## src/rtl/tero_scan_ctrl_if.sv

```systemverilog
// Handshake and datapath bundle between the PUF top level, the scan sequencer
// and the TERO mux/counter datapath.
interface tero_scan_ctrl_if #(
   parameter int NUM_LOOPS      = 32,
   parameter int CHALLENGE_BITS = 4,
   parameter int CNT_WIDTH      = 16
);
   localparam int SEL_W = $clog2(NUM_LOOPS);

   logic                      start;
   logic [CHALLENGE_BITS-1:0] challenge_in;
   logic [CNT_WIDTH-1:0]      cnt_in;
   logic [SEL_W-1:0]          tero_sel;
   logic                      tero_clr;
   logic                      tero_en;
   logic                      busy;
   logic                      done;
   logic [NUM_LOOPS/2-1:0]    response;

   modport master (
      output start, challenge_in, cnt_in,
      input  tero_sel, tero_clr, tero_en, busy, done, response
   );

   modport slave (
      input  start, challenge_in, cnt_in,
      output tero_sel, tero_clr, tero_en, busy, done, response
   );
endinterface

```

## src/rtl/tero_scan_ctrl.sv

```systemverilog
// TERO PUF scan sequencer: walks every loop in challenge-rotated order through
// clear / measure / hold / sample phases and builds the pairwise response word.
module tero_scan_ctrl #(
   parameter int NUM_LOOPS      = 32,
   parameter int CHALLENGE_BITS = 4,
   parameter int CNT_WIDTH      = 16,
   parameter int WINDOW_CYCLES  = 1024,
   parameter int SETTLE_CYCLES  = 4
) (
   input logic              clk,
   input logic              reset,
   tero_scan_ctrl_if.slave  bus
);
   localparam int SEL_W = $clog2(NUM_LOOPS);
   localparam int HALF  = NUM_LOOPS / 2;
   localparam int MAXC  = (WINDOW_CYCLES > SETTLE_CYCLES) ? WINDOW_CYCLES : SETTLE_CYCLES;
   localparam int TW    = $clog2(MAXC + 1);
   localparam logic [SEL_W-1:0] LAST_STEP = SEL_W'(NUM_LOOPS - 1);
   localparam logic [TW-1:0]    SETTLE_LD = TW'(SETTLE_CYCLES - 1);
   localparam logic [TW-1:0]    WINDOW_LD = TW'(WINDOW_CYCLES - 1);

   typedef enum logic [2:0] {IDLE, CLEAR, MEASURE, HOLD, SAMPLE, DONE} state_t;

   state_t                    state_reg, state_next;
   logic [SEL_W-1:0]          step_reg, step_next;
   logic [CHALLENGE_BITS-1:0] chal_reg, chal_next;
   logic [TW-1:0]             timer_reg, timer_next;
   logic [CNT_WIDTH-1:0]      prev_reg, prev_next;
   logic [HALF-1:0]           shadow_reg, shadow_next;
   logic [SEL_W-1:0]          tero_sel_reg;
   logic                      tero_clr_reg;
   logic                      tero_en_reg;
   logic                      busy_reg;
   logic                      done_reg;
   logic [HALF-1:0]           response_reg;
   logic [HALF-1:0]           pair_hit;
   logic                      pair_gt;

   // One-hot select of the response bit owned by the current loop pair.
   for (genvar gi = 0; gi < HALF; gi++) begin : g_pair
      assign pair_hit[gi] = ((step_reg >> 1) == SEL_W'(gi));
   end

   assign pair_gt = (prev_reg > bus.cnt_in);

   always_comb begin
      state_next  = state_reg;
      step_next   = step_reg;
      chal_next   = chal_reg;
      timer_next  = timer_reg;
      prev_next   = prev_reg;
      shadow_next = shadow_reg;
      case (state_reg)
         IDLE: begin
            if (bus.start) begin
               chal_next   = bus.challenge_in;
               step_next   = '0;
               shadow_next = '0;
               timer_next  = SETTLE_LD;
               state_next  = CLEAR;
            end
         end
         CLEAR: begin
            if (timer_reg == '0) begin
               timer_next = WINDOW_LD;
               state_next = MEASURE;
            end else begin
               timer_next = timer_reg - 1'b1;
            end
         end
         MEASURE: begin
            if (timer_reg == '0) begin
               timer_next = SETTLE_LD;
               state_next = HOLD;
            end else begin
               timer_next = timer_reg - 1'b1;
            end
         end
         HOLD: begin
            if (timer_reg == '0) begin
               state_next = SAMPLE;
            end else begin
               timer_next = timer_reg - 1'b1;
            end
         end
         SAMPLE: begin
            if (!step_reg[0]) begin
               prev_next = bus.cnt_in;
            end else begin
               shadow_next = (shadow_reg & ~pair_hit) | (pair_hit & {HALF{pair_gt}});
            end
            if (step_reg == LAST_STEP) begin
               state_next = DONE;
            end else begin
               step_next  = step_reg + 1'b1;
               timer_next = SETTLE_LD;
               state_next = CLEAR;
            end
         end
         DONE: begin
            state_next = IDLE;
         end
         default: begin
            state_next = IDLE;
         end
      endcase
   end

   // Outputs are registered from next-state values so they line up with the state.
   always_ff @(posedge clk) begin
      if (reset) begin
         state_reg    <= IDLE;
         step_reg     <= '0;
         chal_reg     <= '0;
         timer_reg    <= '0;
         prev_reg     <= '0;
         shadow_reg   <= '0;
         tero_sel_reg <= '0;
         tero_clr_reg <= 1'b0;
         tero_en_reg  <= 1'b0;
         busy_reg     <= 1'b0;
         done_reg     <= 1'b0;
         response_reg <= '0;
      end else begin
         state_reg    <= state_next;
         step_reg     <= step_next;
         chal_reg     <= chal_next;
         timer_reg    <= timer_next;
         prev_reg     <= prev_next;
         shadow_reg   <= shadow_next;
         tero_sel_reg <= (state_next == IDLE) ? '0 : step_next + SEL_W'(chal_next);
         tero_clr_reg <= (state_next == CLEAR);
         tero_en_reg  <= (state_next == MEASURE);
         busy_reg     <= (state_next != IDLE);
         done_reg     <= (state_next == DONE);
         if (state_next == DONE) begin
            response_reg <= shadow_next;
         end
      end
   end

   assign bus.tero_sel = tero_sel_reg;
   assign bus.tero_clr = tero_clr_reg;
   assign bus.tero_en  = tero_en_reg;
   assign bus.busy     = busy_reg;
   assign bus.done     = done_reg;
   assign bus.response = response_reg;
endmodule

```

## src/flat_wrapper.sv

```systemverilog
// flat-port wrapper written by rule: the top's interface ports become plain ports
module tero_scan_ctrl_flat 
#(
   parameter int NUM_LOOPS      = 32,
   parameter int CHALLENGE_BITS = 4,
   parameter int CNT_WIDTH      = 16,
   parameter int WINDOW_CYCLES  = 1024,
   parameter int SETTLE_CYCLES  = 4
)
  (clk, reset, bus_start, bus_challenge_in, bus_cnt_in, bus_tero_sel, bus_tero_clr, bus_tero_en, bus_busy, bus_done, bus_response);
  tero_scan_ctrl_if #(.NUM_LOOPS(NUM_LOOPS), .CHALLENGE_BITS(CHALLENGE_BITS), .CNT_WIDTH(CNT_WIDTH)) bus_i ();
  input logic clk;
  input logic reset;
  input wire logic [$bits(bus_i.start)-1:0] bus_start;
  input wire logic [$bits(bus_i.challenge_in)-1:0] bus_challenge_in;
  input wire logic [$bits(bus_i.cnt_in)-1:0] bus_cnt_in;
  output wire logic [$bits(bus_i.tero_sel)-1:0] bus_tero_sel;
  output wire logic [$bits(bus_i.tero_clr)-1:0] bus_tero_clr;
  output wire logic [$bits(bus_i.tero_en)-1:0] bus_tero_en;
  output wire logic [$bits(bus_i.busy)-1:0] bus_busy;
  output wire logic [$bits(bus_i.done)-1:0] bus_done;
  output wire logic [$bits(bus_i.response)-1:0] bus_response;
  assign bus_i.start = bus_start;
  assign bus_i.challenge_in = bus_challenge_in;
  assign bus_i.cnt_in = bus_cnt_in;
  assign bus_tero_sel = bus_i.tero_sel;
  assign bus_tero_clr = bus_i.tero_clr;
  assign bus_tero_en = bus_i.tero_en;
  assign bus_busy = bus_i.busy;
  assign bus_done = bus_i.done;
  assign bus_response = bus_i.response;
  tero_scan_ctrl #(.NUM_LOOPS(NUM_LOOPS), .CHALLENGE_BITS(CHALLENGE_BITS), .CNT_WIDTH(CNT_WIDTH), .WINDOW_CYCLES(WINDOW_CYCLES), .SETTLE_CYCLES(SETTLE_CYCLES)) u_core (.clk(clk), .reset(reset), .bus(bus_i));
endmodule
```

## config.mk

```make
export PLATFORM = sky130hd
export DESIGN_NAME = tero_scan_ctrl_flat
export DESIGN_NICKNAME = d
export VERILOG_FILES = /design/src/rtl/tero_scan_ctrl_if.sv /design/src/rtl/tero_scan_ctrl.sv /design/src/flat_wrapper.sv
export SDC_FILE = /design/constraint.sdc
export NUM_CORES = 1
export LEC_CHECK = 0
export BUFFER_PORTS_ARGS = -buffer_cell sky130_fd_sc_hd__buf_2
export CORE_ASPECT_RATIO = 1.1
export CORE_MARGIN = 2
export CORE_UTILIZATION = 45
export CTS_CLUSTER_SIZE = 8
export DETAILED_ROUTE_END_ITERATION = 16
export PLACE_DENSITY_LB_ADDON = 0.05
export SLEW_MARGIN = 10
export SYNTH_ARGS = -nofsm -noshare
export SYNTH_HDL_FRONTEND = slang
export SYNTH_SLANG_ARGS = --single-unit
```

## constraint.sdc

```tcl
create_clock -name clk -period 6.1 [get_ports clk]
set_input_delay 0.915 -clock clk [delete_from_list [all_inputs] [get_ports clk]]
set_output_delay 0.915 -clock clk [all_outputs]
set_load 0.005 [all_outputs]
```

==> results_dict.tcl, run 1 <==
set metrics [dict create \
    outcome "complete, no violations" \
    cp_slowest_cell "nand3b_1" \
    synth_area_leader_cell "dfxtp_1" \
    cts-root-buf "clkbuf_8" \
    crit_arrival_ns 3.79 \
    finClkSkew_ns 0.009727 \
    setup_viol 0 \
    fin_cells 649 \
    routabilityCongestion 0.8025 \
    netlist_top_cells_area "dfxtp_1 (41%), nand2_1 (7.9%), ha_1 (7.0%), nor2_1 (6.3%), a21oi_1 (5.6%)" \
    pin_count 48 \
    core_area_um2 8408 \
    gr-max-usage-layer "met2" \
    p_per_area_nw_per_um2 316.0 \
    use_met3_pct 3.319 \
    synth_fp_nets 546 \
    ys_seq_area_share_pct 40.87 \
    cts_buffers 9 \
    routedWlPerCell_um 13.64 \
    drv_slew 0 \
    post-place-ws_ns 2.614 \
    num_rows 35 \
    max_stage_delay_ns 0.82 \
    area_delta_synth_final_pct 14.30 \
    required_ns 6.35 \
    die_w_um 92.98 \
    cts.sinks 80 \
    synth.most_common_cell "nand2_1" \
    vias_per_cell 5.376 \
    max_slew_margin_pct 24.91 \
    antenna_found_initial 0 \
    p_total_w 0.001416 \
    drtIter0Drc 144 \
    setup-tns-final_ns 0 \
    clk_latency_ns 0.35 \
    crit_path_max_fanout 24 \
    fmax_mhz 282.6 \
    grt_setup_unrepaired "false" \
    htreeDepth 3 \
    cap_violations 0 \
    die_h_um 101.9 \
    use_met2_pct 33.17 \
    grt_pass1_vias 3333 \
    drc 0 \
    finalHoldViolCount 0 \
    ys.flop_type "dfxtp_1" \
    synth_area_um2 3919 \
    drive_gt1_share_pct 13.38 \
    ctsHoldBuffers 0 \
    place.port_buffers 47 \
    crit_buf_inv 0 \
    end_kind "flop" \
    yosysTopAreaCellShare_pct 40.87 \
    n_antenna_cell 0 \
    synth-edff-count 0 \
    ctsResizeCount 0 \
    timing.final.crit_period_ns 3.538 \
    postCtsSetupRepairBufs 0 \
    ys_ff_latch 80 \
    layout.nets 579 \
    wl_mm 8.851 \
    clk_path_buf_depth 2 \
    grt_pass1_wl_mm 15.10 \
    ant_nets 0 \
    cp_common_cell "nor2_1" \
    grt_start_max_net_pins 72 \
    worstHoldPathType "reg2reg" \
    postSynthCellCount 500 \
    firstDrtPassIters 4 \
    grt_usage_pct 19.86 \
    worst_pin_slew_ns 1.122 \
    cp_top_family "simple AND/OR/NAND/NOR gates" \
    layout_setup_ws_ns 2.562 \
    avgSynthCellArea_um2 7.838 \
    synth_cell_types 43 \
    setup.worst_path.start_class "flop" \
    num_vias 3489 \
    crit_type "reg2reg" \
    layout_worst_path_cycle_share_pct 58.00 \
    yosys_warnings 0 \
    placedCellCount 633 \
    synthTopCellsByCount "nand2_1 (82), dfxtp_1 (80), nor2_1 (66), a21oi_1 (44), nor3_1 (28)" \
    initial_core_util_pct 46.61 \
    met1_usage_pct 25.57 \
    dieArea_um2 9472 \
    async_flop_share_pct 0 \
    cts_tree "built" \
    path_cells "nor2_1 -> nand3b_1 -> nand3_1 -> o21ai_0 -> ha_1 -> fa_1 -> a21o_1 -> a21oi_1 -> xnor2_1 -> nor2_1" \
    clkTransAtPathRegs_ns 0.09 \
    power.ir.vdd_worst_uv 180.0 \
    dp.final_hpwl_mm 5.942 \
    grt_overflow 0 \
    p_leak_nw 1.844 \
]
path summary, 6_finish.rpt:
kind | end | from | slack, ns | cells after the start
max | u_core.bus.tero_sel[4] | u_core.state_reg[1] | 2.56 | 10
max reg2reg | u_core.bus.tero_sel[4] | u_core.state_reg[1] | 2.56 | 10
min reg2reg | u_core.prev_reg[13] | u_core.prev_reg[13] | 0.46 | 2
min | u_core.prev_reg[13] | u_core.prev_reg[13] | 0.46 | 2
cell usage in the layout (no fill, tap or decap), types with 3 or more instances in the layout:
cell type	count
nand3_1	5
nand3b_1	3
dfxtp_1	80
clkbuf_8	10
a311oi_1	14
nor2b_1	11
buf_4	3
o211ai_1	4
ha_1	22
a21oi_1	44
and2_1	4
a21o_1	3
nand2b_1	6
nand4_1	7
nor3b_1	3
a22oi_1	15
nor3_1	28
nand2_1	82
nor4_1	3
inv_1	22
bufinv_16	4
a211oi_1	5
buf_2	47
o21ai_1	3
nor2_1	66
o21ai_0	18
through the flow:
| stage | hold slack [ns] | util (%) | area [um^2] |
|---|---|---|---|
| detailed placement | 0.4470 | 50.03 | 4207 |
| CTS | 0.4592 | 53.23 | 4476 |
| global route | 0.4819 | 53.27 | 4479 |
| floorplan | 0.4265 | - | 3919 |
| global placement | 0.4409 | 50.03 | 4207 |
| finish | 0.4623 | 53.27 | 4479 |
worst register-to-register path, cell delays in order, from the launching register on:
cell and delay, ns:
dfxtp_1 0.45, nor2_1 0.50, nand3b_1 0.82, nand3_1 0.30
o21ai_0 0.15, ha_1 0.24, fa_1 0.41, a21o_1 0.21
a21oi_1 0.17, xnor2_1 0.13, nor2_1 0.05
report_power, final:
part / internal, W / switching [W] / total [W] / leakage [nW]
Sequential: 0.000561 / 0.0000413 / 0.000603 / 0.648
Clock: 0.000325 / 0.000191 / 0.000515 / 0.130
Combinational: 0.000108 / 0.000189 / 0.000298 / 1.07
Total: 0.000994 / 0.000421 / 0.00142 / 1.84
area by class of cell:
| class | instances | area, um^2 |
|---|---|---|
| Tap cell | 111 | 138.9 |
| Multi-Input combinational cell | 370 | 2130 |
| Sequential cell | 80 | 1602 |
| Clock buffer | 11 | 141.4 |
| Timing Repair Buffer | 50 | 257.7 |
| Clock inverter | 5 | 127.6 |
| Inverter | 22 | 82.58 |
| Fill cell | 845 | 3929 |
routing by layer:
| metal | vias to the layer above | wire (um) |
|---|---|---|
| li1 | 1813 | - |
| met1 | 1580 | 4196 |
| met2 | 79 | 4109 |
| met3 | 17 | 342 |
| met4 | 0 | 202 |
| met5 | - | 0 |
kinds of logic after synthesis:
group | synth area share (%)
AND/OR/NAND/NOR | 26.95
AO/OA/AOI/OAI | 18.61
flip-flops | 40.87
buffers and inverters | 4.885
adder cells (fa/ha/maj) | 7.535
XOR/XNOR | 0.8942
multiplexers | 0.2554
(Power assumes the default switching activity.)
==> run 2, diff against run 1 <==
- clock period: 6.1 -> 3.48 ns (I/O delays scaled with it)
==> results_dict.tcl, run 2 (synthesized netlist as in run 1, its figures left out) <==
set metrics [dict create \
    outcome "complete, no violations" \
    drc 0 \
    worst_pin_slew_ns 1.171 \
    num_rows 35 \
    firstDrtPassIters 4 \
    setup.worst_path.start_class "flop" \
    pin_count 48 \
    ant_nets 0 \
    r2r-end "u_core.bus.tero_sel[4]" \
    p_total_w 0.002413 \
    hold_start "bus_cnt_in[2]" \
    cp_top_family "simple AND/OR/NAND/NOR gates" \
    dieArea_um2 9472 \
    cp_common_cell "nor2_1" \
    ctsHoldBuffers 0 \
    timing.final.crit_period_ns 3.047 \
    path_cells "nor2_1 -> buf_4 -> and2_1 -> nand2_1 -> nand3_1 -> o21ai_0 -> ha_1 -> fa_1 -> a21o_1 -> a21oi_1 -> xnor2_1 -> nor2_1" \
    layout.nets 584 \
    n_antenna_cell 0 \
    finClkSkew_ns 0.008207 \
    required_ns 3.73 \
    reg2reg_from "u_core.state_reg[1]" \
    crit_arrival_ns 3.29 \
    fmax_mhz 328.2 \
    cts.sinks 80 \
    cts_tree "built" \
    crit_start "u_core.state_reg[1]" \
    whs_ns 0.4069 \
    p_per_area_nw_per_um2 538.0 \
    cts-root-buf "clkbuf_8" \
    cts_buffers 9 \
    drv_slew 0 \
    cp_slowest_cell "and2_1" \
    setup_viol 0 \
    core_area_um2 8408 \
    clk_path_buf_depth 2 \
    cap_violations 0 \
    power.ir.vdd_worst_uv 200.8 \
    wl_mm 8.855 \
    postCtsSetupRepairBufs 0 \
    layout_commonest_cell "nand2_1" \
    routabilityCongestion 0.7784 \
    drive_gt1_share_pct 14.18 \
    grt_setup_unrepaired "false" \
    die_h_um 101.9 \
    crit_type "reg2reg" \
    max_stage_delay_ns 0.57 \
    vias_per_cell 5.291 \
    grt_pass1_vias 3351 \
    initial_core_util_pct 46.61 \
    clkTransAtPathRegs_ns 0.08 \
    drtIter0Drc 153 \
    crit_path_max_fanout 19 \
    r2r_slack_ns 0.43 \
    die_w_um 92.98 \
    layout_worst_path_cycle_share_pct 87.55 \
    htreeDepth 3 \
    ctsResizeCount 0 \
    grt_pass1_wl_mm 15.15 \
    num_vias 3460 \
    antenna_found_initial 0 \
    grt_overflow 0 \
    grt_usage_pct 20.12 \
    clk_latency_ns 0.36 \
    p_leak_nw 1.853 \
    min_to "u_core.prev_reg[2]" \
    end_kind "flop" \
    place.port_buffers 47 \
    max_slew_margin_pct 21.43 \
    setup-tns-final_ns 0 \
    grt_start_max_net_pins 71 \
    final_cell_mix "nand2_1 (82), dfxtp_1 (80), nor2_1 (66)" \
    routedWlPerCell_um 13.54 \
    area_delta_synth_final_pct 14.43 \
    finalHoldViolCount 0 \
    worstHoldPathType "in2reg" \
    min_path_cells 3 \
    crit_buf_inv 1 \
    ff2ff_path_depth 12 \
    dp.final_hpwl_mm 6.046 \
]
## run 2: changes by cell type in the layout (fill, tap and decap cells not counted), sizes merged
| cell | before | now |
|---|---|---|
| clkbuf | 11 | 12 |
| clkinvlp | 1 | 2 |
| bufinv | 4 | 2 |
| buf | 50 | 55 |
## run 2: how the worst max path moves through the flow
stage	cells past startpoint	end	slack, ns
after global placement	7	u_core.shadow_reg[5]	0.44
final	12	u_core.bus.tero_sel[4]	0.43
after floorplan	12	u_core.bus.tero_sel[4]	1.03
after detailed placement	7	u_core.shadow_reg[5]	0.40
after global routing	12	u_core.bus.tero_sel[4]	0.17
after CTS	12	u_core.bus.tero_sel[4]	0.41
## run 2: per-stage QoR
stage | area (um^2) | std cells | utilization, % | setup slack [ns]
global placement | 4244 | 638 | 50.48 | 0.4425
CTS | 4484 | 654 | 53.33 | 0.4135
floorplan | 3919 | 500 | - | 1.034
global route | 4484 | 654 | 53.33 | 0.1709
detailed placement | 4244 | 638 | 50.48 | 0.3975
finish | 4484 | 654 | 53.33 | 0.4331
## run 2: area by class of cell
class,count,area [um^2]
Multi-Input combinational cell,370,2126
Tap cell,111,138.9
Timing Repair Buffer,55,295.3
Clock buffer,12,165.2
Fill cell,881,3924
Clock inverter,4,75.07
Sequential cell,80,1602
Inverter,22,82.58
## run 2: layer usage
| layer | up-vias | track usage, % | wire (um) |
|---|---|---|---|
| met1 | 1584 | 24.41 | 4170 |
| li1 | 1817 | - | - |
| met2 | 51 | 34.84 | 4320 |
| met5 | - | 0 | 0 |
| met3 | 8 | 3.319 | 288 |
| met4 | 0 | 9.842 | 76 |
## run 2: report_power, final
part           total (W)  internal, W  switching (W)
sequential       0.00106     0.000984      0.0000736
combinational   0.000546     0.000206       0.000340
clock           0.000810     0.000463       0.000347
total            0.00241      0.00165       0.000760
## run 2: worst register-to-register path, cell delays in order, from the launching register on
cell	delay (ns)
dfxtp_1	0.45
nor2_1	0.15
buf_4	0.17
and2_1	0.57
nand2_1	0.18
nand3_1	0.11
o21ai_0	0.13
ha_1	0.24
fa_1	0.41
a21o_1	0.19
a21oi_1	0.17
xnor2_1	0.13
nor2_1	0.05
==> run 3, diff against run 2 <==
- ABC_AREA: not set -> 1
==> results_dict.tcl, run 3 <==
set metrics [dict create \
    worstHoldPathType "in2reg" \
    ys_ff_latch 80 \
    avgSynthCellArea_um2 6.776 \
    power.switching_w 0.0008480 \
    synth_cell_types 37 \
    grt_usage_pct 18.40 \
    synthMuxAreaShare_pct 0 \
    drt-met1-wl_mm 4.332 \
    num_vias 3819 \
    netlist_top_cells_area "dfxtp_1 (38%), nand2_1 (12%), nor2_1 (10%), inv_1 (7.1%), ha_1 (6.5%)" \
    route.met2.wl_mm 4.190 \
    yosys_warnings 0 \
    ys.flop_type "dfxtp_1" \
    finClkSkew_ns 0.008670 \
    grt_start_max_net_pins 33 \
    power.ir.vdd_worst_uv 272.5 \
    synthTopCellsByCount "nand2_1 (132), nor2_1 (116), inv_1 (81), dfxtp_1 (80), a21oi_1 (53)" \
    ys_seq_area_share_pct 37.64 \
    clk_path_buf_depth 2 \
    wl_met3_um 329 \
    synth_area_leader_cell "dfxtp_1" \
    postCtsSetupRepairBufs 0 \
    antenna_found_initial 0 \
    pwr-share-comb_pct 30.7 \
    setup.worst_path.start_class "flop" \
    drv_slew 0 \
    ant_nets 0 \
    crit_path_max_fanout 20 \
    fmax_mhz 393.8 \
    setup-tns-final_ns 0 \
    yosysTopAreaCellShare_pct 37.64 \
    top_layer "met4" \
    ctsResizeCount 0 \
    p_per_area_nw_per_um2 516.5 \
    synth_compound_area_share_pct 9.732 \
    finalHoldViolCount 0 \
    final_cell_mix "nand2_1 (132), nor2_1 (116), inv_1 (81)" \
    p_clk_share_pct 26.8 \
    synth-edff-count 0 \
    p_int_w 0.001600 \
    synth_area_um2 4255 \
    routedWlPerCell_um 11.36 \
    wl_mm 8.984 \
    ctsHoldBuffers 0 \
    area_delta_synth_final_pct 11.41 \
    timing.final.crit_period_ns 2.539 \
    cts_tree "built" \
    cts-root-buf "clkbuf_8" \
    layout_commonest_cell "nand2_1" \
    die_w_um 96.72 \
    cts.sinks 80 \
    p_leak_nw 2.232 \
    vias_per_cell 4.828 \
    end_kind "flop" \
    synth_fp_nets 674 \
    synthXorXnorAreaFrac_pct 1.647 \
    synthAdderAreaFrac_pct 6.939 \
    required_ns 3.77 \
    postSynthCellCount 628 \
    max_slew_margin_pct 50.42 \
    grt_setup_unrepaired "false" \
    crit_buf_inv 2 \
    grt_overflow 0 \
    grt_pass1_wl_mm 15.85 \
    initial_core_util_pct 45.96 \
    p_sw_share_pct 34.63 \
    synth.most_common_cell "nand2_1" \
    yosys.area_share.simple_pct 33.84 \
    cts_buffers 9 \
    outcome "complete, no violations" \
    max_stage_delay_ns 0.46 \
    die_h_um 106.0 \
    dieArea_um2 10250 \
    async_flop_share_pct 0 \
    n_antenna_cell 0 \
    grt_pass1_vias 3629 \
    layout.nets 715 \
    cp_top_family "adder cells" \
    htreeDepth 3 \
    firstDrtPassIters 4 \
    clkTransAtPathRegs_ns 0.08 \
    num_rows 37 \
    worst_pin_slew_ns 0.7429 \
    seqPwrFrac_pct 42.5 \
    place.port_buffers 47 \
    path_cells "nor2_4 -> nand2_4 -> inv_2 -> a21oi_1 -> a22oi_1 -> ha_1 -> fa_1 -> nand2_1 -> nand2_1 -> a21oi_1 -> xor2_1 -> inv_1 -> nor2_1" \
    drive_gt1_share_pct 14.09 \
    core_area_um2 9259 \
    cap_violations 0 \
    clk_latency_ns 0.35 \
    layout_worst_path_cycle_share_pct 72.97 \
    cp_slowest_cell "dfxtp_1" \
    fill_cells 972 \
    dp.final_hpwl_mm 6.526 \
    crit_arrival_ns 2.83 \
    routabilityCongestion 0.8232 \
    synth_top_family_by_area "simple AND/OR/NAND/NOR gates" \
    drtIter0Drc 135 \
    crit_type "reg2reg" \
    pin_count 48 \
    p_total_w 0.002448 \
    setup_viol 0 \
    drc 0 \
]
run 3: cell count changes in the layout (fill, tap and decap cells not counted), sizes merged, moves of 14 or more:
cell / delta
a22oi: -14
a311oi: -14
inv: +65
nand2: +55
nand3: +46
nor2: +56
nor3: -20
run 3: layout make-up:
cell class / instances / area (um^2) / share of cell area [%]
Sequential cell: 80 / 1602 / 33.78
Clock inverter: 3 / 42.54 / 0.8973
Multi-Input combinational cell: 440 / 2220 / 46.82
Clock buffer: 13 / 138.9 / 2.930
Inverter: 87 / 326.6 / 6.888
Timing Repair Buffer: 51 / 265.3 / 5.595
Tap cell: 117 / 146.4 / 3.088
run 3: logic make-up after synthesis:
logic type	after synthesis
and+or+nand+nor	333
buffers and inverters	108
DFF	80
AOI/OAI and AO/OA	76
adders and majority gates	23
xor gates and xnor gates	8
run 3: through the flow:
stage / area [um^2] / cells / hold slack [ns] / utilization (%) / setup slack (ns)
floorplan: 4255 / 628 / 0.4330 / - / 1.224
global placement: 4559 / 775 / 0.4513 / 49.24 / 1.010
detailed placement: 4559 / 775 / 0.4576 / 49.24 / 0.9370
CTS: 4741 / 791 / 0.4286 / 51.20 / 0.9097
global route: 4741 / 791 / 0.4368 / 51.20 / 0.7106
finish: 4741 / 791 / 0.4447 / 51.20 / 0.9405
run 3: layer usage:
layer / global-route usage (%) / vias to the layer above
li1: - / 2049
met1: 23.19 / 1711
met2: 31.50 / 49
met3: 3.748 / 10
met4: 6.137 / 0
met5: 0 / -
run 3: final timing paths:
| kind | start | endpoint | slack (ns) | cells after the start |
|---|---|---|---|---|
| worst max-delay path | u_core.state_reg[0] | u_core.bus.tero_sel[4] | 0.94 | 13 |
| worst min-delay path | bus_cnt_in[14] | u_core.prev_reg[14] | 0.44 | 3 |
| worst max register to register | u_core.state_reg[0] | u_core.bus.tero_sel[4] | 0.94 | 13 |
| worst min register to register | u_core.prev_reg[13] | u_core.prev_reg[13] | 0.47 | 2 |
run 3: power by group through the flow:
stage	Combinational (W)	Sequential, W	Clock [W]
2_1_floorplan	0.000604	0.00106	0
3_3_place_gp	0.000746	0.00106	0
3_5_place_dp	0.000755	0.00106	0
4_1_cts	0.000761	0.00104	0.000685
5_1_grt	0.000866	0.00105	0.000716
6_report	0.000752	0.00104	0.000656
run 3: worst register-to-register path: cells and delay by family (launching register included):
| kind | cells | cell delay (ns) |
|---|---|---|
| compound gates | 3 | 0.44 |
| xor+xnor | 1 | 0.15 |
| fa+ha+maj | 2 | 0.65 |
| buf+inv | 2 | 0.27 |
| flops | 1 | 0.46 |
| simple gates | 5 | 0.52 |
